[config.mk]
export PLATFORM = sky130hd
export DESIGN_NAME = seq_multiplier
export DESIGN_NICKNAME = d
export VERILOG_FILES = /design/src/rtl/seq_multiplier.sv
export SDC_FILE = /design/constraint.sdc
export NUM_CORES = 1
export LEC_CHECK = 0
export BUFFER_PORTS_ARGS = -buffer_cell sky130_fd_sc_hd__buf_4
export CAP_MARGIN = 20
export CORE_MARGIN = 2
export CORE_UTILIZATION = 39
export CTS_BUF_LIST = sky130_fd_sc_hd__clkbuf_8
export DETAILED_ROUTE_END_ITERATION = 8
export GPL_ROUTABILITY_DRIVEN = 1
export HOLD_SLACK_MARGIN = 0.03
export PLACE_DENSITY = 0.62
export SYNTH_ARGS = -nofsm -noshare
export SYNTH_HDL_FRONTEND = slang
export SYNTH_SLANG_ARGS = --single-unit
[constraint.sdc]
create_clock -name clk -period 6.97 [get_ports clk]
set_input_delay 0.697 -clock clk [delete_from_list [all_inputs] [get_ports clk]]
set_output_delay 0.697 -clock clk [all_outputs]
set_load 0.02 [all_outputs]
[src/rtl/seq_multiplier.sv]
// Sequential shift-add multiplier: one partial product per clock, full 2*WIDTH-bit result.
// Signed mode multiplies operand magnitudes and negates the result when the operand signs differ.
module seq_multiplier #(
  parameter int WIDTH = 8
) (
  input  logic               clk,
  input  logic               rst_n,
  input  logic               start,
  input  logic               signed_mode,
  input  logic [WIDTH-1:0]   a,
  input  logic [WIDTH-1:0]   b,
  output logic               busy,
  output logic               done,
  output logic [2*WIDTH-1:0] product
);

  localparam int PW = 2 * WIDTH;
  localparam int CW = (WIDTH > 2) ? $clog2(WIDTH) : 1;
  localparam logic [CW-1:0] LAST_ITER = CW'(WIDTH - 1);

  typedef enum logic [1:0] {
    IDLE = 2'd0,
    RUN  = 2'd1,
    DONE = 2'd2
  } state_e;

  state_e          state_q, state_d;
  logic [WIDTH-1:0] mcand_q, mcand_d;
  logic [WIDTH-1:0] mplier_q, mplier_d;
  logic [PW-1:0]   acc_q, acc_d;
  logic [PW-1:0]   product_q, product_d;
  logic [CW-1:0]   cnt_q, cnt_d;
  logic            neg_q, neg_d;

  logic [WIDTH-1:0] a_mag, b_mag;
  logic [PW-1:0]    addend;

  // The most negative value maps to 2^(WIDTH-1), which still fits as an unsigned magnitude.
  assign a_mag  = (signed_mode && a[WIDTH-1]) ? (~a + WIDTH'(1)) : a;
  assign b_mag  = (signed_mode && b[WIDTH-1]) ? (~b + WIDTH'(1)) : b;
  assign addend = {{WIDTH{1'b0}}, mcand_q} << cnt_q;

  always_comb begin
    // NOTE: every variable gets its hold value first so no path leaves it unassigned (no latches);
    // combinational logic uses blocking '=', the state register below uses non-blocking '<='.
    state_d   = state_q;
    mcand_d   = mcand_q;
    mplier_d  = mplier_q;
    acc_d     = acc_q;
    product_d = product_q;
    cnt_d     = cnt_q;
    neg_d     = neg_q;

    unique case (state_q)
      IDLE: begin
        if (start) begin
          mcand_d  = a_mag;
          mplier_d = b_mag;
          neg_d    = signed_mode & (a[WIDTH-1] ^ b[WIDTH-1]);
          acc_d    = '0;
          cnt_d    = '0;
          state_d  = RUN;
        end
      end
      RUN: begin
        if (mplier_q[0]) acc_d = acc_q + addend;
        mplier_d = mplier_q >> 1;
        cnt_d    = cnt_q + CW'(1);
        if (cnt_q == LAST_ITER) begin
          // Load the result from this edge's accumulator value so the last partial product is included.
          product_d = neg_q ? (~acc_d + PW'(1)) : acc_d;
          state_d   = DONE;
        end
      end
      DONE:    state_d = IDLE;
      default: state_d = IDLE;
    endcase
  end

  always_ff @(posedge clk or negedge rst_n) begin
    if (!rst_n) begin
      state_q   <= IDLE;
      mcand_q   <= '0;
      mplier_q  <= '0;
      acc_q     <= '0;
      product_q <= '0;
      cnt_q     <= '0;
      neg_q     <= 1'b0;
    end else begin
      state_q   <= state_d;
      mcand_q   <= mcand_d;
      mplier_q  <= mplier_d;
      acc_q     <= acc_d;
      product_q <= product_d;
      cnt_q     <= cnt_d;
      neg_q     <= neg_d;
    end
  end

  assign busy    = (state_q != IDLE);
  assign done    = (state_q == DONE);
  assign product = product_q;

endmodule

Yosys cells after proc, flatten, opt, wreduce, memory -nomap -nowiden

Cells that the tools add are included.

Register bits after elaboration: 54

$add $sub $neg: 5
Equality and inequality tests: 5
Shift-type cells: 1
Muxes and demuxes: 14
Bitwise gates (word level): 5
Reductions and logical operators: 9

Operators by type and width:

| operator                | count |
|---|---|
| $mux W16                | 4 |
| $pmux W16 S2            | 1 |
| $mux W8                 | 3 |
| $add A16 B1 Y16 const B | 1 |
| $add A16 B16 Y16        | 1 |
| $add A8 B1 Y8 const B   | 2 |
| $not A16 Y16            | 1 |
| $not A8 Y8              | 2 |
| $pmux W8 S2             | 1 |
| $shl A8 B3 Y16          | 1 |
| $reduce_and A2 Y1       | 4 |
| $pmux W3 S2             | 1 |
| $mux W2                 | 2 |
| $ne A2 B2 Y1 const B    | 2 |
| $pmux W2 S2             | 1 |
| $reduce_bool A2 Y1      | 2 |
| $add A3 B1 Y3 const B   | 1 |
| $eq A3 B3 Y1 const B    | 1 |
| $mux W3                 | 1 |
| $eq A2 B1 Y1 const B    | 1 |
| $eq A2 B2 Y1 const B    | 1 |
| $logic_and A1 B1 Y1     | 2 |
| $logic_not A2 Y1        | 1 |
| $and A1 B1 Y1           | 1 |
| $xor A1 B1 Y1           | 1 |

Depth between registers and ports, before layout

Gate-level depths: netlist of the first run.

Word-level depth: 7
Gate-level depth with buffers: 16

Worst setup path after synthesis of the first run

Ideal clock, no wire load.

Path type: flip-flop to flip-flop
Start point: reg cnt_q[0]
End point: reg product_q[15], in the netlist product[15]
Arrival: 3.547 ns
Required time: 6.838 ns
Setup slack: 3.291 ns
Stages on the path, launching flop included: 15
Buffers on the path: 1
Cell sequence: dfrtp_1 > clkbuf_1 > mux2_2 > mux2i_1 > o22ai_1 > ha_1 > a21o_1 > a221o_2 > a2111oi_2 > nor2_1 > o311ai_2 > o31ai_1 > a41oi_1 > xnor2_1 > o21ai_1

Word-level cells in the longest chain between the ends: 7

Ends and longest elaborated chain:

| item                   | line | text |
|---|---|---|
| start, declared        | 32   | `logic [CW-1:0] cnt_q, cnt_d;` |
| start signal, assigned | 95   | `cnt_q <= cnt_d;` |
| $shl A8 B3 Y16         | 41   | `assign addend = {{WIDTH{1'b0}}, mcand_q} << cnt_q;` |
| $add A16 B16 Y16       | 66   | `if (mplier_q[0]) acc_d = acc_q + addend;` |
| $mux W16               | 66   |  |
| $mux W16               | 54   | `unique case (state_q)` |
| $not A16 Y16           | 71   | `product_d = neg_q ? (~acc_d + PW'(1)) : acc_d;` |
| $add A16 B1 Y16        | 71   |  |
| $mux W16               | 71   |  |
| end signal, assigned   | 94   | `product_q <= product_d;` |
| end, declared          | 31   | `logic [PW-1:0] product_q, product_d;` |

Several ways; a longest one is shown, not always the timed one. The select of a mux whose other input is x is not followed.
A chain may end at the register's enable or synchronous reset.

Worst setup path after layout of the first run

Start point: reg cnt_q[0]
End point: reg product_q[14], in the netlist product[14]

The elaborated chain is that of the path after synthesis.

==> impl_metrics.ini, run 1 <==
[worst_setup_path]
slowest_stage = dfrtp_1
rr_endpoint = product[14]
required_ns = 7.14
cp_common_cell = a21oi_1
worstRegToRegCells = 13
cp.arrival_ns = 4.07
reg2reg_slack_ns = 3.07
crit_type = register to register
crit_start = cnt_q[0]
endpoint_kind = register
r2r_start = cnt_q[0]
worstPathCellList = mux2_2, o21ai_0, o22ai_1, ha_1, and4_1, a21oi_1, a21oi_1, nor3b_1, nand3b_2, o31ai_2, o311a_1, xnor2_1, o21ai_1
cp-endpoint = product[14]
max_stage_delay_ns = 0.61
start_kind = register
worst-path-max-fanout = 12

[sta]
final.period_utilization_pct = 56.0
hold_violations = 0
fin_skew_ns = 0.00603
worst_slew_pin_slew_ns = 0.994
fin_crit_ns = 3.90
slew_headroom_pct = 33.5
tns_ns = 0
hold_ws_ns = 0.422
setup_violations = 0
rsz0062_at_grt = false
clock.fmax_ghz = 0.256
slew_viol_final = 0

[floorplanning]
num_io_pins = 38
fp.coreArea_mm2 = 0.00973
dieArea_mm2 = 0.0108
row_count = 36
chipWidth_um = 104
die_height_um = 104
start_util_pct = 39.9

[place]
dp_hpwl_mm = 6.52
finalWeightedCongestion = 0.882
port_buffers = 37
dp.cells = 601
dpl_cell_area_mm2 = 0.00425

[layout]
layout_commonest_cell = nand2_1
fin_cells = 610
utilization_pct = 45.3
final_layout_size_suffix_gt1_share_pct = 14.3
area_delta_synth_final_pct = 13.5
design_area_mm2 = 0.00440
diodes = 0
finalNetCount = 517
mostFrequentLayoutCells = 62 x nand2_1, 54 x dfrtp_1, 53 x o21ai_0, 39 x buf_4, 29 x nor2_1

[drt]
routedWlPerCell_um = 14.3
drt-initial-drc-count = 172
viasPerCell = 5.36
drt_pass1_iterations = 4
drc = 0
vias = 3269
wl_mm = 8.71
postRouteAntennaNets = 0

[clocking]
ctsHoldBuffers = 0
cts_tree = yes
clockRootBuffer = clkbuf_8
clock-sinks = 54
cts_setup_buffers = 0
post_cts_resized = 0
worstSkewPairLatency_ns = 0.31
h-tree-depth = 2
cts_buffers = 5
cts_buffer_depth = 2
clkSlewWorstSetupHoldPaths_ns = 0.09

[power_and_ir_drop]
p_switching_uw = 1190
p_leak_uw = 0.00197
p_clk_share_pct = 10.5
swShare_pct = 48.3
p_seq_share_pct = 23.5
power_density_mw_per_mm2 = 559
p_int_uw = 1270
ir_drop_mv = 0.227
p_comb_share_pct = 66.0

[synthesis]
ys_warn_count = 0
synth_edf_count = 0
ys.flop_type = dfrtp_1
synth_area_per_cell_um2 = 8.58
syn-num-nets = 493
async_flop_share_pct = 100
synth.distinct_cells = 62
yosysSeqAreaShare_pct = 34.8
synth_area_mm2 = 0.00388
syn-instance-count = 452
ys_ff_latch = 54

[flow_run]
maxCapViolations = 0

[grt]
grt_pass1_vias = 3026
grt_max_degree = 55
grt_use_total_pct = 16.3
grt_pass1_wl_mm = 14.5
overflow = 0
antenna_found_initial = 0

[hold_path]
min_path_type = primary input to async pin

[run_status]
status = finished, final reports clean
==> worst max-delay path: cells and delay by family, from the launching register on <==
| kind | cells | cell delay [ns] |
|---|---|---|
| DFF | 1 | 0.61 |
| muxes | 1 | 0.40 |
| and+or+nand+nor | 3 | 0.96 |
| adders and majority gates | 1 | 0.37 |
| AOI/OAI and AO/OA | 7 | 1.30 |
| xor gates and xnor gates | 1 | 0.12 |
==> cell usage after synthesis (3+ instances only) <==
| cell | instances | area share, % |
|---|---|---|
| o22ai_1 | 4 | 0.65 |
| mux2i_1 | 17 | 4.4 |
| nor2_1 | 29 | 2.8 |
| nand4_1 | 5 | 0.81 |
| o21ai_0 | 53 | 6.8 |
| and3_1 | 3 | 0.48 |
| o21ai_1 | 7 | 0.90 |
| and2_1 | 3 | 0.48 |
| ha_1 | 20 | 6.5 |
| inv_1 | 14 | 1.4 |
| clkbuf_1 | 22 | 2.1 |
| nand3_1 | 15 | 1.9 |
| or3_1 | 3 | 0.48 |
| a31oi_1 | 3 | 0.48 |
| mux2_2 | 5 | 1.5 |
| a21o_1 | 3 | 0.58 |
| a22oi_1 | 6 | 1.2 |
| o31ai_1 | 3 | 0.58 |
| a21oi_1 | 17 | 2.2 |
| nand2b_1 | 5 | 0.81 |
| nand2_1 | 62 | 6.0 |
| xnor2_1 | 20 | 4.5 |
| o21a_1 | 3 | 0.58 |
| xor2_1 | 12 | 2.7 |
| dfrtp_1 | 54 | 35 |
| nor3_1 | 12 | 1.5 |
| a22o_1 | 3 | 0.68 |
| nand3b_1 | 3 | 0.58 |
| nor2b_1 | 4 | 0.65 |
==> cells by family after synthesis <==
logic type,count (synthesis),share of synthesized area (%)
fa+ha+maj,21,6.97
xor+xnor,32,7.23
compound gates,126,20.8
flops,54,34.8
simple gates,156,19.3
mux,25,7.16
buf+inv,38,3.71
==> registers in the layout, summed over array words and instances (netlist names) <==
register,cells
acc_q,16
product,16
mcand_q,8
mplier_q,8
cnt_q,3
state_q,2
neg_q,1
==> worst min-delay path by stage <==
stage                     from     endpoint  slack, ns  cells past startpoint
floorplan                rst_n     acc_q[0]       0.40                      0
global placement    product[6]   product[6]       0.46                      2
detailed placement  product[4]   product[4]       0.47                      2
CTS                      rst_n  product[12]       0.44                      1
global route             rst_n  product[12]       0.47                      1
finish                   rst_n  product[12]       0.42                      1
==> through the flow <==
step	worst slack, ns	power (µW)
after floorplan	3.29	1830
after CTS	3.09	2470
after global routing	2.74	2690
after global placement	3.21	2170
after detailed placement	3.11	2200
final	3.07	2460
==> power by group through the flow <==
stage | combinational (µW) | clock [µW] | sequential [µW]
2_1_floorplan | 1250 | 0 | 580
3_3_place_gp | 1590 | 0 | 582
5_1_grt | 1810 | 277 | 601
3_5_place_dp | 1610 | 0 | 585
6_report | 1630 | 258 | 580
4_1_cts | 1620 | 266 | 580
==> metal layers <==
layer	global-route usage [%]	share of wire, %	vias up	routed length [µm]
met2	26.2	44	70	3870
met1	23.4	50	1518	4350
li1	-	-	1673	-
met4	2.90	0.86	0	75
met5	0	0	-	0
met3	2.58	4.7	8	413
==> area by class of cell <==
cell class / instances / area (µm²)
fillers: 998 / 5330
multi-input cells: 360 / 2380
flip-flops and latches: 54 / 1350
repair buffers: 40 / 304
well taps: 133 / 166
clock buffers: 6 / 82.6
clock inverters: 2 / 60.1
inverters: 15 / 56.3
Power figures use the tool's default switching activity.
==> inputs of run 2 (changes only) <==
--- a/config.mk
+++ b/config.mk
@@ -13,7 +13,7 @@
 export DETAILED_ROUTE_END_ITERATION = 8
 export GPL_ROUTABILITY_DRIVEN = 1
 export HOLD_SLACK_MARGIN = 0.03
-export PLACE_DENSITY = 0.62
+export PLACE_DENSITY = 0.64
 export SYNTH_ARGS = -nofsm -noshare
 export SYNTH_HDL_FRONTEND = slang
 export SYNTH_SLANG_ARGS = --single-unit
==> constraint.sdc (replaced) <==
create_clock -name clk -period 3.55 [get_ports clk]
set_input_delay 0.355 -clock clk [delete_from_list [all_inputs] [get_ports clk]]
set_output_delay 0.355 -clock clk [all_outputs]
set_load 0.02 [all_outputs]
==> impl_metrics.ini, run 2 (synthesized netlist as in run 1, its figures left out) <==
[worst_setup_path]
endpoint_kind = register
crit_type = register to register
worstRegToRegCells = 14
r2r_start = cnt_q[0]
reg2reg_slack_ns = -0.04
rr_endpoint = product[15]
start_kind = register
worst-path-max-fanout = 5
cp.arrival_ns = 3.76
required_ns = 3.72

[power_and_ir_drop]
p_leak_uw = 0.00214
ir_drop_mv = 0.386
power_density_mw_per_mm2 = 1160
power_uw = 5490

[layout]
design_area_mm2 = 0.00475
mostFrequentLayoutCells = 71 x buf_4, 61 x nand2_1, 52 x dfrtp_1, 49 x o21ai_0, 27 x nor2_1
layout_commonest_cell = buf_4
finalNetCount = 551
area_delta_synth_final_pct = 22.4
fin_cells = 642
final_layout_size_suffix_gt1_share_pct = 23.4
diodes = 0

[clocking]
cts_buffers = 5
clkSlewWorstSetupHoldPaths_ns = 0.09
worstSkewPairLatency_ns = 0.31
h-tree-depth = 2
clock-sinks = 54
cts_buffer_depth = 2
cts_tree = yes
clockRootBuffer = clkbuf_8

[hold_path]
min_path_type = primary input to async pin

[sta]
fin_skew_ns = 0.00860
rsz0062_at_grt = true
final.period_utilization_pct = 101
tns_ns = -0.0508
layout_setup_ws_ns = -0.0402
hold_violations = 0
fin_crit_ns = 3.59
setup_violations = 2
slew_headroom_pct = 34.9
slew_viol_final = 0
worst_slew_pin_slew_ns = 0.974
clock.fmax_ghz = 0.279

[floorplanning]
dieArea_mm2 = 0.0108
start_util_pct = 39.9
fp.coreArea_mm2 = 0.00973
die_height_um = 104
chipWidth_um = 104
num_io_pins = 38
row_count = 36

[grt]
grt_max_degree = 55
antenna_found_initial = 0
grt_pass1_vias = 3218
grt_pass1_wl_mm = 15.0
overflow = 0
grt_use_total_pct = 16.8

[place]
finalWeightedCongestion = 0.882
dp_hpwl_mm = 6.65
dp.cells = 621
dpl_cell_area_mm2 = 0.00440
port_buffers = 37

[drt]
drc = 0
drt_pass1_iterations = 4
wl_mm = 9.12
viasPerCell = 5.36
routedWlPerCell_um = 14.2
vias = 3440
drt-initial-drc-count = 204
postRouteAntennaNets = 0

[flow_run]
maxCapViolations = 0

[run_status]
violations = setup timing
status = finished, violations left
run 2: worst max-delay path by stage:
stage | cells after the start | slack (ns) | from | endpoint
5_1_grt | 14 | -0.20 | cnt_q[0] | product[15]
6_report | 14 | -0.04 | cnt_q[0] | product[15]
3_5_place_dp | 15 | -0.1 | cnt_q[0] | product[15]
2_1_floorplan | 14 | 0.009 | cnt_q[0] | product[15]
3_3_place_gp | 14 | -0.03 | cnt_q[0] | product[14]
4_1_cts | 15 | 0.02 | cnt_q[0] | product[15]
run 2: report_power, final:
part	switching, µW	internal, µW
clock network	188	151
registers	284	886
logic	2090	1880
total	2570	2920
run 2: layout make-up:
cell class | count | area, µm²
clock buffers | 6 | 82.6
flip-flops and latches | 54 | 1350
well taps | 133 | 166
multi-input cells | 360 | 2520
fillers | 944 | 4980
inverters | 15 | 56.3
repair buffers | 74 | 567
run 2: routing by layer:
layer	wire length [µm]	global-route usage, %
met5	0	0
met4	108	4.44
met3	469	2.27
met2	4320	28.4
met1	4230	22.6
run 2: repair_timing:
item                       4_1_cts  5_1_grt
hold buffers                     0        0
buffers inserted                10        4
hold endpoints to repair         0        0
pin swaps                       14       13
resized for setup               16       20
setup endpoints to repair        4        9
run 2: stage by stage:
| stage | hold WS [ns] | util, % | worst slack (ns) |
|---|---|---|---|
| 6_report | 0.0775 | 48.8 | -0.0402 |
| 3_3_place_gp | 0.438 | 45.2 | -0.0294 |
| 5_1_grt | 0.143 | 48.8 | -0.201 |
| 4_1_cts | 0.105 | 47.5 | 0.0155 |
| 3_5_place_dp | 0.447 | 45.2 | -0.0991 |
| 2_1_floorplan | 0.0594 | - | 0.00917 |
run 2: critical path, cell delays in order, from the launching register on:
cell	delay (ns)
dfrtp_2	0.47
mux2_4	0.33
mux2i_2	0.17
o22ai_1	0.12
ha_1	0.32
a21o_1	0.21
a221o_2	0.46
buf_6	0.14
xor2_2	0.14
mux2i_4	0.18
nand3b_4	0.13
nor4_4	0.34
a41oi_2	0.18
xnor2_1	0.19
o21ai_1	0.07
